[config.mk]
export PLATFORM = sky130hd
export DESIGN_NAME = table_arbiter
export DESIGN_NICKNAME = d
export VERILOG_FILES = /design/src/rtl/table_arb_pkg.sv /design/src/rtl/table_arb_lane_alloc.sv /design/src/rtl/table_arbiter.sv
export SDC_FILE = /design/constraint.sdc
export NUM_CORES = 1
export LEC_CHECK = 0
export BUFFER_PORTS_ARGS = -buffer_cell sky130_fd_sc_hd__buf_2
export CORE_MARGIN = 1.5
export CORE_UTILIZATION = 40
export CTS_CLUSTER_DIAMETER = 60
export DETAILED_ROUTE_END_ITERATION = 16
export PLACE_DENSITY = 0.78
export SLEW_MARGIN = 40
export SYNTH_ARGS = -nofsm -noshare
export SYNTH_HDL_FRONTEND = slang
export SYNTH_HIERARCHICAL = 1
export SYNTH_SLANG_ARGS = --single-unit
[constraint.sdc]
create_clock -name clk -period 7.7 [get_ports clk]
set_input_delay 0 -clock clk [delete_from_list [all_inputs] [get_ports clk]]
set_output_delay 0 -clock clk [all_outputs]
set_load 0.05 [all_outputs]
[src/rtl/table_arb_pkg.sv]
`default_nettype none
// ============================================================================
// Module      : table_arb_pkg
// Description : Shared sizing defaults and response-map type for table_arbiter.
// Revision    : 1.0 - initial release
// ============================================================================
package table_arb_pkg;

    localparam int NUM_CLIENTS_DEF = 4;
    localparam int TABLE_SIZE_DEF  = 32;
    localparam int DATA_WIDTH_DEF  = 8;
    localparam int INPUT_RATE_DEF  = 2;
    localparam int OUTPUT_RATE_DEF = 2;
    localparam int IW_DEF          = $clog2(TABLE_SIZE_DEF);
    localparam int CLIENT_W        = $clog2(NUM_CLIENTS_DEF);

    typedef struct packed {
        logic                valid;
        logic [CLIENT_W-1:0] client;
    } lane_map_t;

    // Client id successor, wrapping at n (n need not be a power of two).
    function automatic logic [CLIENT_W-1:0] wrap_inc(input logic [CLIENT_W-1:0] c,
                                                     input int n);
        return ((int'(c) + 1) >= n) ? '0 : c + 1'b1;
    endfunction

endpackage
`default_nettype wire

[src/rtl/table_arb_lane_alloc.sv]
`default_nettype none
// ============================================================================
// Module      : table_arb_lane_alloc
// Description : Combinational rotate-scan allocator of write/read table lanes.
// Revision    : 1.0 - initial release
// ============================================================================
module table_arb_lane_alloc
    import table_arb_pkg::*;
#(
    parameter int NUM_CLIENTS = NUM_CLIENTS_DEF,
    parameter int IW          = IW_DEF,
    parameter int INPUT_RATE  = INPUT_RATE_DEF,
    parameter int OUTPUT_RATE = OUTPUT_RATE_DEF,
    parameter int CW          = CLIENT_W
) (
    input  logic [CW-1:0]               ptr_i,
    input  logic [NUM_CLIENTS-1:0]      req_valid_i,
    input  logic [NUM_CLIENTS-1:0]      req_write_i,
    input  logic [NUM_CLIENTS*IW-1:0]   req_index_i,
    output logic [NUM_CLIENTS-1:0]      grant_o,
    output logic [INPUT_RATE-1:0]       wr_vld_o,
    output logic [INPUT_RATE*CW-1:0]    wr_client_o,
    output logic [OUTPUT_RATE-1:0]      rd_vld_o,
    output logic [OUTPUT_RATE*CW-1:0]   rd_client_o,
    output logic                        any_grant_o,
    output logic [CW-1:0]               last_client_o
);

    localparam int NC = NUM_CLIENTS;

    // Requests rotated so that scan position 0 is the client at ptr_i.
    logic [2*NC-1:0]    w_rot_vld;
    logic [2*NC-1:0]    w_rot_wr;
    logic [2*NC*IW-1:0] w_rot_idx;
    logic [NC-1:0]      w_rot_gnt;
    logic [2*NC-1:0]    w_gnt_unrot;
    logic [INPUT_RATE*IW-1:0] w_lane_idx;

    assign w_rot_vld = {req_valid_i, req_valid_i} >> ptr_i;
    assign w_rot_wr  = {req_write_i, req_write_i} >> ptr_i;
    assign w_rot_idx = {req_index_i, req_index_i} >> (ptr_i * IW);

    always_comb begin
        int             wr_cnt;
        int             rd_cnt;
        int             cl;
        logic           clash;
        logic [IW-1:0]  cur_idx;
        w_rot_gnt     = '0;
        wr_vld_o      = '0;
        wr_client_o   = '0;
        rd_vld_o      = '0;
        rd_client_o   = '0;
        w_lane_idx    = '0;
        any_grant_o   = 1'b0;
        last_client_o = '0;
        wr_cnt        = 0;
        rd_cnt        = 0;
        for (int s = 0; s < NC; s++) begin
            cl = int'(ptr_i) + s;
            if (cl >= NC) cl = cl - NC;
            cur_idx = w_rot_idx[s*IW +: IW];
            clash   = 1'b0;
            for (int k = 0; k < INPUT_RATE; k++) begin
                if (k < wr_cnt && w_lane_idx[k*IW +: IW] == cur_idx) clash = 1'b1;
            end
            if (w_rot_vld[s] && w_rot_wr[s] && !clash && wr_cnt < INPUT_RATE) begin
                for (int k = 0; k < INPUT_RATE; k++) begin
                    if (k == wr_cnt) begin
                        wr_vld_o[k]              = 1'b1;
                        wr_client_o[k*CW +: CW]  = CW'(cl);
                        w_lane_idx[k*IW +: IW]   = cur_idx;
                    end
                end
                wr_cnt        = wr_cnt + 1;
                w_rot_gnt[s]  = 1'b1;
                any_grant_o   = 1'b1;
                last_client_o = CW'(cl);
            end else if (w_rot_vld[s] && !w_rot_wr[s] && rd_cnt < OUTPUT_RATE) begin
                for (int k = 0; k < OUTPUT_RATE; k++) begin
                    if (k == rd_cnt) begin
                        rd_vld_o[k]             = 1'b1;
                        rd_client_o[k*CW +: CW] = CW'(cl);
                    end
                end
                rd_cnt        = rd_cnt + 1;
                w_rot_gnt[s]  = 1'b1;
                any_grant_o   = 1'b1;
                last_client_o = CW'(cl);
            end
        end
    end

    assign w_gnt_unrot = {w_rot_gnt, w_rot_gnt} << ptr_i;
    assign grant_o     = w_gnt_unrot[2*NC-1:NC];

endmodule
`default_nettype wire

[src/rtl/table_arbiter.sv]
`default_nettype none
// ============================================================================
// Module      : table_arbiter
// Description : Round-robin front-end sharing one multi-lane table among clients.
// Revision    : 1.0 - initial release
// ============================================================================
module table_arbiter
    import table_arb_pkg::*;
#(
    parameter int NUM_CLIENTS = NUM_CLIENTS_DEF,
    parameter int TABLE_SIZE  = TABLE_SIZE_DEF,
    parameter int DATA_WIDTH  = DATA_WIDTH_DEF,
    parameter int INPUT_RATE  = INPUT_RATE_DEF,
    parameter int OUTPUT_RATE = OUTPUT_RATE_DEF
) (
    input  logic                                clk,
    input  logic                                rst,
    input  logic [NUM_CLIENTS-1:0]              req_valid,
    input  logic [NUM_CLIENTS-1:0]              req_write,
    input  logic [NUM_CLIENTS*$clog2(TABLE_SIZE)-1:0] req_index,
    input  logic [NUM_CLIENTS*DATA_WIDTH-1:0]   req_wdata,
    output logic [NUM_CLIENTS-1:0]              req_ready,
    output logic [NUM_CLIENTS-1:0]              rsp_valid,
    output logic [NUM_CLIENTS*DATA_WIDTH-1:0]   rsp_data,
    output logic                                tbl_wr_en,
    output logic                                tbl_rd_en,
    output logic [INPUT_RATE*$clog2(TABLE_SIZE)-1:0]  tbl_index_wr,
    output logic [OUTPUT_RATE*$clog2(TABLE_SIZE)-1:0] tbl_index_rd,
    output logic [INPUT_RATE*DATA_WIDTH-1:0]    tbl_data_wr,
    input  logic [OUTPUT_RATE*DATA_WIDTH-1:0]   tbl_data_rd
);

    localparam int IW = $clog2(TABLE_SIZE);
    localparam int CW = CLIENT_W;
    localparam int DW = DATA_WIDTH;

    logic [CW-1:0]                 ptr_q;
    logic [CW-1:0]                 ptr_d;
    lane_map_t [OUTPUT_RATE-1:0]   map_q;
    lane_map_t [OUTPUT_RATE-1:0]   map_d;

    logic [NUM_CLIENTS-1:0]        w_grant;
    logic [INPUT_RATE-1:0]         w_wr_vld;
    logic [INPUT_RATE*CW-1:0]      w_wr_client;
    logic [OUTPUT_RATE-1:0]        w_rd_vld;
    logic [OUTPUT_RATE*CW-1:0]     w_rd_client;
    logic                          w_any_grant;
    logic [CW-1:0]                 w_last_client;

    table_arb_lane_alloc #(
        .NUM_CLIENTS (NUM_CLIENTS),
        .IW          (IW),
        .INPUT_RATE  (INPUT_RATE),
        .OUTPUT_RATE (OUTPUT_RATE),
        .CW          (CW)
    ) u_alloc (
        .ptr_i         (ptr_q),
        .req_valid_i   (req_valid),
        .req_write_i   (req_write),
        .req_index_i   (req_index),
        .grant_o       (w_grant),
        .wr_vld_o      (w_wr_vld),
        .wr_client_o   (w_wr_client),
        .rd_vld_o      (w_rd_vld),
        .rd_client_o   (w_rd_client),
        .any_grant_o   (w_any_grant),
        .last_client_o (w_last_client)
    );

    // Every table-facing output is forced quiet while reset is held.
    assign req_ready = w_grant & {NUM_CLIENTS{rst}};
    assign tbl_wr_en = rst & (|w_wr_vld);
    assign tbl_rd_en = rst & (|w_rd_vld);

    assign ptr_d = w_any_grant ? wrap_inc(w_last_client, NUM_CLIENTS) : ptr_q;

    always_comb begin
        map_d = '0;
        for (int l = 0; l < OUTPUT_RATE; l++) begin
            map_d[l].valid  = w_rd_vld[l];
            map_d[l].client = w_rd_client[l*CW +: CW];
        end
    end

    always_ff @(posedge clk or negedge rst) begin
        if (!rst) begin
            ptr_q <= '0;
            map_q <= '0;
        end else begin
            ptr_q <= ptr_d;
            map_q <= map_d;
        end
    end

    // Unused write lanes copy lane 0 so the table's all-lane write stays benign.
    always_comb begin
        logic [CW-1:0] w_src;
        tbl_index_wr = '0;
        tbl_data_wr  = '0;
        tbl_index_rd = '0;
        for (int k = 0; k < INPUT_RATE; k++) begin
            w_src = w_wr_vld[k] ? w_wr_client[k*CW +: CW] : w_wr_client[CW-1:0];
            for (int c = 0; c < NUM_CLIENTS; c++) begin
                if (tbl_wr_en && w_src == CW'(c)) begin
                    tbl_index_wr[k*IW +: IW] = req_index[c*IW +: IW];
                    tbl_data_wr[k*DW +: DW]  = req_wdata[c*DW +: DW];
                end
            end
        end
        for (int k = 0; k < OUTPUT_RATE; k++) begin
            for (int c = 0; c < NUM_CLIENTS; c++) begin
                if (rst && w_rd_vld[k] && w_rd_client[k*CW +: CW] == CW'(c)) begin
                    tbl_index_rd[k*IW +: IW] = req_index[c*IW +: IW];
                end
            end
        end
    end

    always_comb begin
        rsp_valid = '0;
        rsp_data  = '0;
        for (int c = 0; c < NUM_CLIENTS; c++) begin
            for (int l = 0; l < OUTPUT_RATE; l++) begin
                if (map_q[l].valid && map_q[l].client == CW'(c)) begin
                    rsp_valid[c]          = 1'b1;
                    rsp_data[c*DW +: DW]  = tbl_data_rd[l*DW +: DW];
                end
            end
        end
    end

endmodule
`default_nettype wire

==> results.toml <==
[setup_path]
cpPeakStageDelay_ns = 0.64
cp_data_required_time_ns = 7.70
reg2reg_slack_ns = 1.97
crit_top_cell = "buf_4"
slowest_stage = "dfrtp_1"
critPathLaunch = "ptr_q[0]"
critical_path.max_fanout = 26
cp-end-kind = "primary output"
path_class = "flop to primary output"
path_cells = "buf_4 > and4b_1 > a22oi_1 > and3_1 > nor4_1 > a31oi_1 > buf_4 > ha_1 > a41o_1 > nor3_4 > a211o_1 > o221ai_1 > or4_1 > a32o_2 > nand3_1 > o2111ai_1 > o211ai_1 > buf_4 > mux2_4 > mux2i_1 > o211ai_1 > buf_2"
rr_endpoint = "ptr_q[0]"
start_kind = "flop"
r2r_cells = 20
endpoint = "tbl_data_wr[12]"
r2r-start = "ptr_q[0]"
arrival_ns = 6.57

[synthesis]
ys_ff_latch = 8
netlist_top_cells_area = "mux4_2, mux2i_1, a22o_1"
netlist_instances = 458
synth.distinct_cells = 79
synth_top_area_share_pct = 20.4
avgSynthCellArea_sq_um = 8.91
synth-edff-count = 0
syn_area_sq_um = 4080
ys.flop_type = "dfrtp_1"
synth-warning-count = 6
ys_seq_area_share_pct = 4.91
synth_top_area_cell = "mux4_2"
synthArstFlopShare_pct = 100
synth_fp_nets = 546

[finish]
diodes = 0
multiInputGateArea_sq_um = 3610
layout_commonest_cell = "buf_2"
drive_gt1_share_pct = 40.1
synthToLayoutAreaGrowth_pct = 21.0
fin_area_sq_um = 4940
fillerInstances = 953
fin_nets = 684
layout_common_cells = "buf_2, mux2i_1, mux4_2, a22o_1, and2_1"
seq_area_sq_um = 200

[grt]
grt_pass1_vias = 4507
track_usage_pct = 26.2
grt_pass1_wl_mm = 23.3
grt_max_degree = 30
overflow = 0
antenna_found_initial = 0

[sta]
maxSlewViolCount = 0
setup_tns_ns = 0
max_freq_mhz = 152
final.setup_skew_ns = 0.00256
setup_viol = 0
period_share_pct = 85.3
finalCriticalPeriod_ns = 6.57
slew_headroom_pct = 49.4
rsz0062_at_grt = "false"
hold_viol_final = 0
worst_pin_slew_ns = 0.758

[detailed_routing]
drt-vias-per-instance = 6.70
dr.pass1.iters = 6
wl_mm = 14.9
drcViolationCount = 0
dr.first_iter.drc_count = 405
vias = 4872
avgRoutedWirePerCell_um = 20.5
postRouteAntennaNets = 0

[floorplan]
chipWidth_um = 104
ios = 156
coreArea_sq_um = 9820
fp.dieArea_sq_um = 10800
start_util_pct = 41.6
die_h_um = 104
fp-row-count = 36

[hold_path]
hold_path_class = "input pin to async pin"

[clock_network]
clk_path_buf_depth = 2
cts_inserted_buffers = 3
clk_latency_ns = 0.23
clock-sinks = 8
cts_tree = "built"
cts_max_level = 1
path_clk_slew_ns = 0.05
cts_root_buffer = "clkbuf_8"

[placement]
placed_area_sq_um = 4880
portBuffers = 155
dp_hpwl_mm = 11.5
routabilityCongestion = 0.968

[outcome]
status = "complete, no violations"

[flow_run]
maxCapViolCount = 0
[cell families after synthesis]
kind of cell    count (synthesis)  share of synthesized area, %
flops                           8                          4.91
fa+ha+maj                      10                          3.07
buf+inv                        48                          6.69
compound gates                139                          26.0
mux                            86                          33.7
xor+xnor                        6                          1.29
simple gates                  161                          24.3
[area by class of cell]
type | instances | share of cell area, %
clock buffers | 3 | 0.837
inverters | 14 | 1.06
multi-input cells | 402 | 73.1
flip-flops and latches | 8 | 4.06
well taps | 133 | 3.37
repair buffers | 167 | 17.6
[critical path, delay by kind of cell (launching register included)]
kind	cells	cell delay, ns
buffers and inverters	4	1.20
muxes	2	0.64
and+or+nand+nor	6	1.96
AOI/OAI and AO/OA	9	1.59
DFF	1	0.64
adders and majority gates	1	0.27
[synth_stat cells, types with 3 or more instances]
cell       instances
mux2i_1           38
mux4_2            37
a22o_1            32
and2_1            26
and3_1            25
a21oi_1           21
nor2_1            21
nand2_1           16
inv_1             13
buf_2             12
nand3_1           12
a22oi_1           11
clkbuf_1          11
o21ai_0           11
o22ai_1           11
ha_1              10
dfrtp_1            8
o2111ai_1          8
mux2_2             7
nand2b_1           7
nand4_1            7
nor3_1             7
o211ai_1           7
buf_6              6
a31oi_1            5
nand3b_1           4
o221ai_1           4
xnor2_1            4
and3b_1            3
buf_1              3
nor2b_1            3
o21a_1             3
or2_2              3
[what timing repair did]
item | CTS | global route
setup buffers | 0 | 0
hold buffers | 1 | 0
resized for setup | 0 | 0
hold endpoints to repair | 8 | 0
[sequential cells by signal, summed over array words and instances, names as in the netlist]
name and flops:
map_q 6, ptr_q 2
[metal layers]
layer,global-route usage (%),vias to the layer above,part of all wire (%)
met4,10.3,0,3.0
met5,0,-,0
li1,-,2149,-
met3,3.26,47,9.6
met1,31.8,2330,38
met2,46.7,346,49
[through the flow]
step | setup slack, ns | cells | hold slack, ns | utilization (%)
after global placement | 1.63 | 723 | -0.00558 | 49.7
final | 1.13 | 727 | 0.322 | 50.3
after global routing | 0.703 | 727 | 0.346 | 50.3
after floorplan | 1.98 | 458 | -0.296 | -
after CTS | 1.22 | 727 | 0.281 | 50.3
after detailed placement | 1.48 | 723 | -0.00249 | 49.7
[how the worst min path moves through the flow]
| stage | start | to | slack (ns) | cells after the start |
|---|---|---|---|---|
| global route | rst | map_q[1] | 0.35 | 2 |
| finish | rst | ptr_q[0] | 0.32 | 2 |
| CTS | rst | map_q[1] | 0.28 | 2 |
| detailed placement | rst | ptr_q[0] | -0.002 | 1 |
| floorplan | rst | map_q[0] | -0.30 | 0 |
| global placement | rst | ptr_q[0] | -0.006 | 1 |
Power is not shown: default switching activity piles up to over one toggle a cycle in this logic, so the estimate is an artifact.
